==> config.mk <==
export PLATFORM = sky130hd
export DESIGN_NAME = frame_tx_datapath
export DESIGN_NICKNAME = d
export VERILOG_FILES = /design/src/rtl/frame_tx_datapath.sv
export SDC_FILE = /design/constraint.sdc
export NUM_CORES = 1
export LEC_CHECK = 0
export ABC_AREA = 1
export CAP_MARGIN = 20
export CORE_ASPECT_RATIO = 1.4
export CORE_UTILIZATION = 53
export CTS_BUF_LIST = sky130_fd_sc_hd__clkbuf_16
export DETAILED_ROUTE_END_ITERATION = 6
export DONT_BUFFER_PORTS = 1
export GPL_TIMING_DRIVEN = 0
export PLACE_DENSITY = 0.73
export SLEW_MARGIN = 20
export SYNTH_ARGS = -nofsm -noshare
export SYNTH_HDL_FRONTEND = slang
export SYNTH_SLANG_ARGS = --single-unit
==> constraint.sdc <==
create_clock -name CLK -period 1.9 [get_ports CLK]
set_input_delay 0.095 -clock CLK [delete_from_list [all_inputs] [get_ports CLK]]
set_output_delay 0.095 -clock CLK [all_outputs]
set_load 0.005 [all_outputs]
==> src/rtl/frame_tx_datapath.sv <==
// rtl/frame_tx_datapath.sv - ROM address counter, CRC-32 and registered TXD/TXK mux for the optical transmit path
// Optional payload word counter on WORD_CNT is built when FRM_TX_WCOUNT_EN is defined.

module frame_tx_crc32_d16 (
  input  logic [31:0] crc_in,
  input  logic [15:0] data,
  output logic [31:0] crc_next
);

  logic [31:0] c;

  // Reflected CRC-32, one bit per iteration, DIN[0] first so the low byte goes out first.
  always_comb begin
    c = crc_in;
    for (int i = 0; i < 16; i++) begin
      c = (c >> 1) ^ (((c[0] ^ data[i]) == 1'b1) ? 32'hEDB88320 : 32'h0);
    end
    crc_next = c;
  end

endmodule

module frame_tx_datapath #(
  parameter logic [15:0] IDLE_WORD = 16'h50BC,
  parameter logic [1:0]  IDLE_K    = 2'b01,
  parameter logic [15:0] SOP_WORD  = 16'hF7FB,
  parameter logic [1:0]  SOP_K     = 2'b11,
  parameter logic [15:0] PRE_WORD  = 16'h5555,
  parameter logic [15:0] SOF_WORD  = 16'hD555,
  parameter logic [15:0] EOP_WORD  = 16'hFDF7,
  parameter logic [1:0]  EOP_K     = 2'b11
) (
  input  logic        CLK,
  input  logic        RST,
  input  logic        INC_ROM,
  input  logic        RST_ROM,
  input  logic        CLR_CRC,
  input  logic        CRC_DV,
  input  logic [15:0] DIN,
  output logic [2:0]  ROM_ADDR,
  output logic [15:0] TXD,
  output logic [1:0]  TXK,
  output logic [31:0] CRC_OUT,
  output logic [11:0] WORD_CNT
);

  logic [2:0]  rom_addr;
  logic [31:0] crc_reg;
  logic [31:0] crc_next;
  logic [15:0] txd_nxt;
  logic [1:0]  txk_nxt;

  always_ff @(posedge CLK or posedge RST) begin
    if (RST) begin
      rom_addr <= 3'd0;
    end else if (RST_ROM) begin
      rom_addr <= 3'd0;
    end else if (INC_ROM) begin
      rom_addr <= rom_addr + 3'd1;
    end
  end

  assign ROM_ADDR = rom_addr;

  frame_tx_crc32_d16 u_crc (
    .crc_in   (crc_reg),
    .data     (DIN),
    .crc_next (crc_next)
  );

  always_ff @(posedge CLK or posedge RST) begin
    if (RST) begin
      crc_reg <= 32'hFFFFFFFF;
    end else if (CLR_CRC) begin
      crc_reg <= 32'hFFFFFFFF;
    end else if (CRC_DV) begin
      crc_reg <= crc_next;
    end
  end

  // Combinational so the first CRC word already includes the last payload word.
  assign CRC_OUT = ~crc_reg;

  always_comb begin
    txd_nxt = IDLE_WORD;
    txk_nxt = IDLE_K;
    case (rom_addr)
      3'd0: begin txd_nxt = IDLE_WORD; txk_nxt = IDLE_K; end
      3'd1: begin txd_nxt = SOP_WORD;  txk_nxt = SOP_K;  end
      3'd2: begin txd_nxt = PRE_WORD;  txk_nxt = 2'b00;  end
      3'd3: begin txd_nxt = SOF_WORD;  txk_nxt = 2'b00;  end
      3'd4: begin
        txd_nxt = CRC_DV ? DIN : CRC_OUT[15:0];
        txk_nxt = 2'b00;
      end
      3'd5: begin txd_nxt = CRC_OUT[31:16]; txk_nxt = 2'b00; end
      3'd6: begin txd_nxt = EOP_WORD;  txk_nxt = EOP_K;  end
      default: begin txd_nxt = IDLE_WORD; txk_nxt = IDLE_K; end
    endcase
  end

  always_ff @(posedge CLK or posedge RST) begin
    if (RST) begin
      TXD <= IDLE_WORD;
      TXK <= IDLE_K;
    end else begin
      TXD <= txd_nxt;
      TXK <= txk_nxt;
    end
  end

`ifdef FRM_TX_WCOUNT_EN
  logic [11:0] word_cnt;

  always_ff @(posedge CLK or posedge RST) begin
    if (RST) begin
      word_cnt <= 12'd0;
    end else if (CLR_CRC) begin
      word_cnt <= 12'd0;
    end else if (CRC_DV && (word_cnt != 12'hFFF)) begin
      word_cnt <= word_cnt + 12'd1;
    end
  end

  assign WORD_CNT = word_cnt;
`else
  assign WORD_CNT = 12'd0;
`endif

endmodule

# After elaboration in Yosys (flattened, before gate mapping)
# Index checks and enable logic that the tools add are counted.
# totals
register_bits,53
inputBits,22
wordCells,71
# op_classes
addsub,1
eq_ne,6
mux,23
bitwise,33
n_reduce_logical,4
# op_table
operator,count
$mux 32,18
$xor 31x32->32,16
$pmux 16 s6,1
$not 32->32,1
$mux 16,1
$xor 1x1->1,16
$eq 3x3->1 const B,3
$eq 3x2->1 const B,2
$mux 3,2
$pmux 2 s2,1
$reduce_bool 2->1,2
$reduce_or 4->1,1
$add 3x1->3 const B,1
$eq 3x1->1 const B,1
$reduce_or 2->1,1

# Logic depth before layout (Yosys ltp)
# depth
word_depth,50
ltp_mapped,18
mapped_depth_nobuf,17

# By module
# A second synthesis with hierarchy kept.
# unflattened
cells_unflattened,764
hier_area_um2,5072.4
# by_module_without_submodules
mod,n_inst,cells_per_inst,area_each_um2,seq_area_each_um2
frame_tx_datapath,1,296,2588.7,1376.3
frame_tx_crc32_d16,1,468,2483.6,0.0

# Least setup slack after synthesis
# OpenSTA, ideal clock, no wires.
# synth_path
path_kind,flip-flop to flip-flop
from,"register rom_addr[1], in the netlist ROM_ADDR[1]"
to,register TXD[7]
setup_ps,59
t_arrival_ps,1829
required_ps,1841
slack_ps,12
path_stages_with_launch,9
n_path_buf,0
period_less_slack_ps,1888
path_cell_list,dfrtp_1 inv_1 ha_1 inv_1 nor2_1 nor3_1 nand3_1 nand2_1 a221o_2
# synth_between
elab_chain_cells,2
word_cells_on_any_way,7
classes_between,eq/ne (6); mux (1)
# synth_rtl
item,line_no,source
"start, declared",47,logic [2:0] rom_addr;
"start signal, assigned",59,rom_addr <= rom_addr + 3'd1;
"$eq 3x3->1, or another cell as far along",87,case (rom_addr)
$pmux 16 s6 (*),87,
net txd_nxt[7],50,logic [15:0] txd_nxt;
"end signal, assigned",107,TXD <= txd_nxt;
"end, declared",41,"output logic [15:0] TXD,"
# Mark *: on every way through the listed nets, which the timed path passes. The rest lies on a longest branch.
# A chain may end at the register's enable or synchronous reset.

# Worst setup path in the final report
# layout_path
from,register crc_reg[5]
to,register crc_reg[5]
# layout_between
elab_chain_cells,22
word_cells_on_any_way,24
classes_between,mux (5); bitwise (19)
# layout_rtl
item,line_no,source
"start, declared",48,logic [31:0] crc_reg;
"start signal, assigned",77,crc_reg <= crc_next;
$xor 31x32->32 (*) (5 in series),16,c = (c >> 1) ^ (((c[0] ^ data[i]) == 1'b1) ? 32'hEDB88320 : 32'h0);
$xor 1x1->1 (*),16,
$mux 32 (*),16,
$xor 31x32->32 (*) (6 in series),16,
$xor 1x1->1 / $xor 31x32->32 (equally long branches),16,
$mux 32 / $xor 31x32->32 (equally long branches),16,
$xor 31x32->32 (*) (5 in series),16,
$mux 32 (*),76,end else if (CRC_DV) begin
$mux 32 (*),74,end else if (CLR_CRC) begin
# Mark *: on every way between the ends. The rest lies on a longest branch, timed or not. The select of a mux whose other input is x is not followed.

==> flow_summary.toml <==
[setup_path]
r2r-end = "crc_reg[5]"
reg2reg_depth = 10
required_ps = 2160
worst_setup_path_end_kind = "flop"
crit_type = "reg2reg"
critical_path.max_stage_delay_ps = 630
start_kind = "flop"
rrSetupSlack_ps = -300
cp.arrival_ps = 2460
crit_path_cell_trace = "nand2_2 > nand2_4 > buf_12 > xor2_1 > xor2_1 > xor2_2 > inv_1 > nand2_1 > nand3_2 > nand2_1"
worstPathMaxFanout = 5
regToRegStartpoint = "crc_reg[5]"
slowest_stage = "dfstp_2"

[cells_and_area]
largest_reg_flops = 32
num-fill-cells = 635
final_nets = 894
final_core_util_pct = 78.3
area_growth_pct = 42.1
layout-drive-gt1-share_pct = 42.9
diodes = 0

[routing]
drt-total-wl_um = 22000
drt_iter0_markers = 736
wl_per_cell_um = 22.6
dr.pass1.iters = 7
antenna_left = 0
routed-via-count = 6180
drc = 13
vias_per_cell = 6.34

[floorplan]
ioPinCount = 87
die_area_um2 = 9880
rows = 41
dieWidth_um = 84.3
die_height_um = 117
core_area_um2 = 9130
initial_core_util_pct = 55.1

[synthesis]
avgSynthCellArea_um2 = 6.49
seq_area_frac_synth_pct = 27.4
synth_top_area_share_pct = 22.8
yosysMostFrequentCell = "nand2_1"
synth_cells = 775
yosysWarnings = 0
synthTopCellsByArea = "nand2_1 (23%), dfstp_2 (21%), nand3_1 (8.3%)"
synth_area_um2 = 5030
ys_seq_elements = 53
synth_edf_count = 0
ys_top_cells_by_count = "nand2_1 (305), nand3_1 (83), inv_1 (74)"
yosysTopAreaCell = "nand2_1"
ys.flop_type = "dfstp_2"
synth_cell_types = 40
async_reset_ff_share_pct = 100

[run_status]
outcome = "complete, but fails checks"
violations = "design-rule violations, negative setup slack"

[hold_path]
hp-start = "DIN[12]"
holdPathEnd = "TXD[12]"
hold_depth = 2
hold_path.class = "in2reg"

[sta]
setup_violations = 31
fmax_mhz = 454
period_needed_ps = 2200
hold_viol_final = 0
rsz0062_at_grt = "true"
worst_pin_slew_ps = 1000
setup_slack_ps = -300
slew_headroom_pct = 32.9
slew_violations = 0
finClkSkew_ps = 7.83
period_share_pct = 116

[placement]
place_congestion = 0.965
place_hpwl_um = 12800
portBuffers = 0

[grt]
grt_use_total_pct = 39.6
grt_max_degree = 54
grt_pass1_wl_um = 29100
busiest_layer = "met2"
grt_use_met2_pct = 68.0
met1_usage_pct = 42.2
overflow = 0
grt_use_met3_pct = 8.91
antenna_found_initial = 0
first_global_vias = 5617

[clocking]
clk-insertion-delay-late_ps = 320
clock-root-buffer = "clkbuf_16"
cts_buffers = 5
clkTransAtPathRegs_ps = 80
clockBufferDepth = 2
cts_sinks = 53
h-tree-depth = 2
cts_tree = "built"

[job]
cap_violations = 0
[through the flow]
| step | area, µm² | setup TNS [ps] | setup slack, ps | hold slack (ps) | cells |
|---|---|---|---|---|---|
| floorplan | 5070 | 0 | 12.0 | 167 | 786 |
| finish | 7150 | -4440 | -300 | 3.53 | 975 |
| global route | 7150 | -6550 | -368 | -7.71 | 975 |
| CTS | 6380 | -741 | -118 | 0.912 | 957 |
| global placement | 5200 | -14830 | -1110 | 172 | 893 |
| detailed placement | 5200 | -16030 | -1180 | 109 | 893 |
[worst max-delay path by stage]
stage                  to  slack (ps)   startpoint  depth (start not counted)
2_1_floorplan      TXD[7]          10  ROM_ADDR[1]                          8
3_3_place_gp       TXD[7]       -1110  ROM_ADDR[1]                          8
3_5_place_dp       TXD[7]       -1180  ROM_ADDR[1]                          8
4_1_cts        crc_reg[8]        -120   crc_reg[0]                         12
5_1_grt        crc_reg[5]        -370   crc_reg[5]                         11
6_report       crc_reg[5]        -300   crc_reg[5]                         10
[kinds of logic after synthesis]
logic type	Yosys count	share of synthesized area, %
XOR/XNOR	48	9.03
AND/OR/NAND/NOR	466	41.9
AO/OA/AOI/OAI	85	9.93
buffers and inverters	117	10.4
flip-flops	53	27.4
adder cells (fa/ha/maj)	5	1.24
other	1	0.0746
[routing by layer]
| layer | up-vias | wire, µm | part of all wire (%) |
|---|---|---|---|
| li1 | 2622 | - | - |
| met2 | 478 | 10400 | 47 |
| met1 | 2904 | 6960 | 32 |
| met5 | - | 0 | 0 |
| met4 | 0 | 2190 | 10 |
| met3 | 176 | 2460 | 11 |
[critical path, delay by kind of cell, from the launching register on]
kind                   cells  cell delay (ps)
XOR/XNOR                   3              880
flip-flops                 1              630
AND/OR/NAND/NOR            5              450
buffers and inverters      2              190
[area by class of cell]
class | instances | area, µm² | share of cell area, %
inverter | 92 | 400 | 5.60
sequential | 53 | 1380 | 19.3
multi-input combinational | 619 | 4290 | 60.0
clock inverter | 3 | 18.8 | 0.263
timing repair buffer | 71 | 616 | 8.61
clock buffer | 5 | 125 | 1.75
buffer | 25 | 186 | 2.61
tap | 107 | 134 | 1.87
[layout by cell type (no fill, tap or decap), drive strengths merged, types with 10 or more instances in the layout]
master	instances
a21oi	35
buf	79
clkbuf	12
conb	12
dfrtp	13
dfstp	40
inv	92
nand2	356
nand3	85
nor2	20
o21ai	26
xnor2	10
xor2	38
[what timing repair did]
item,in CTS,in global routing
endpoints found under the setup margin,47,40
setup buffers,44,18
gates resized for setup,151,141
gates cloned,4,0
endpoints found under the hold margin,20,0
pin swaps,40,54
hold buffers,8,0
Power is left out: the tool's default activity adds up to more than one toggle a clock period on the data nets, which glitch-free logic cannot reach.
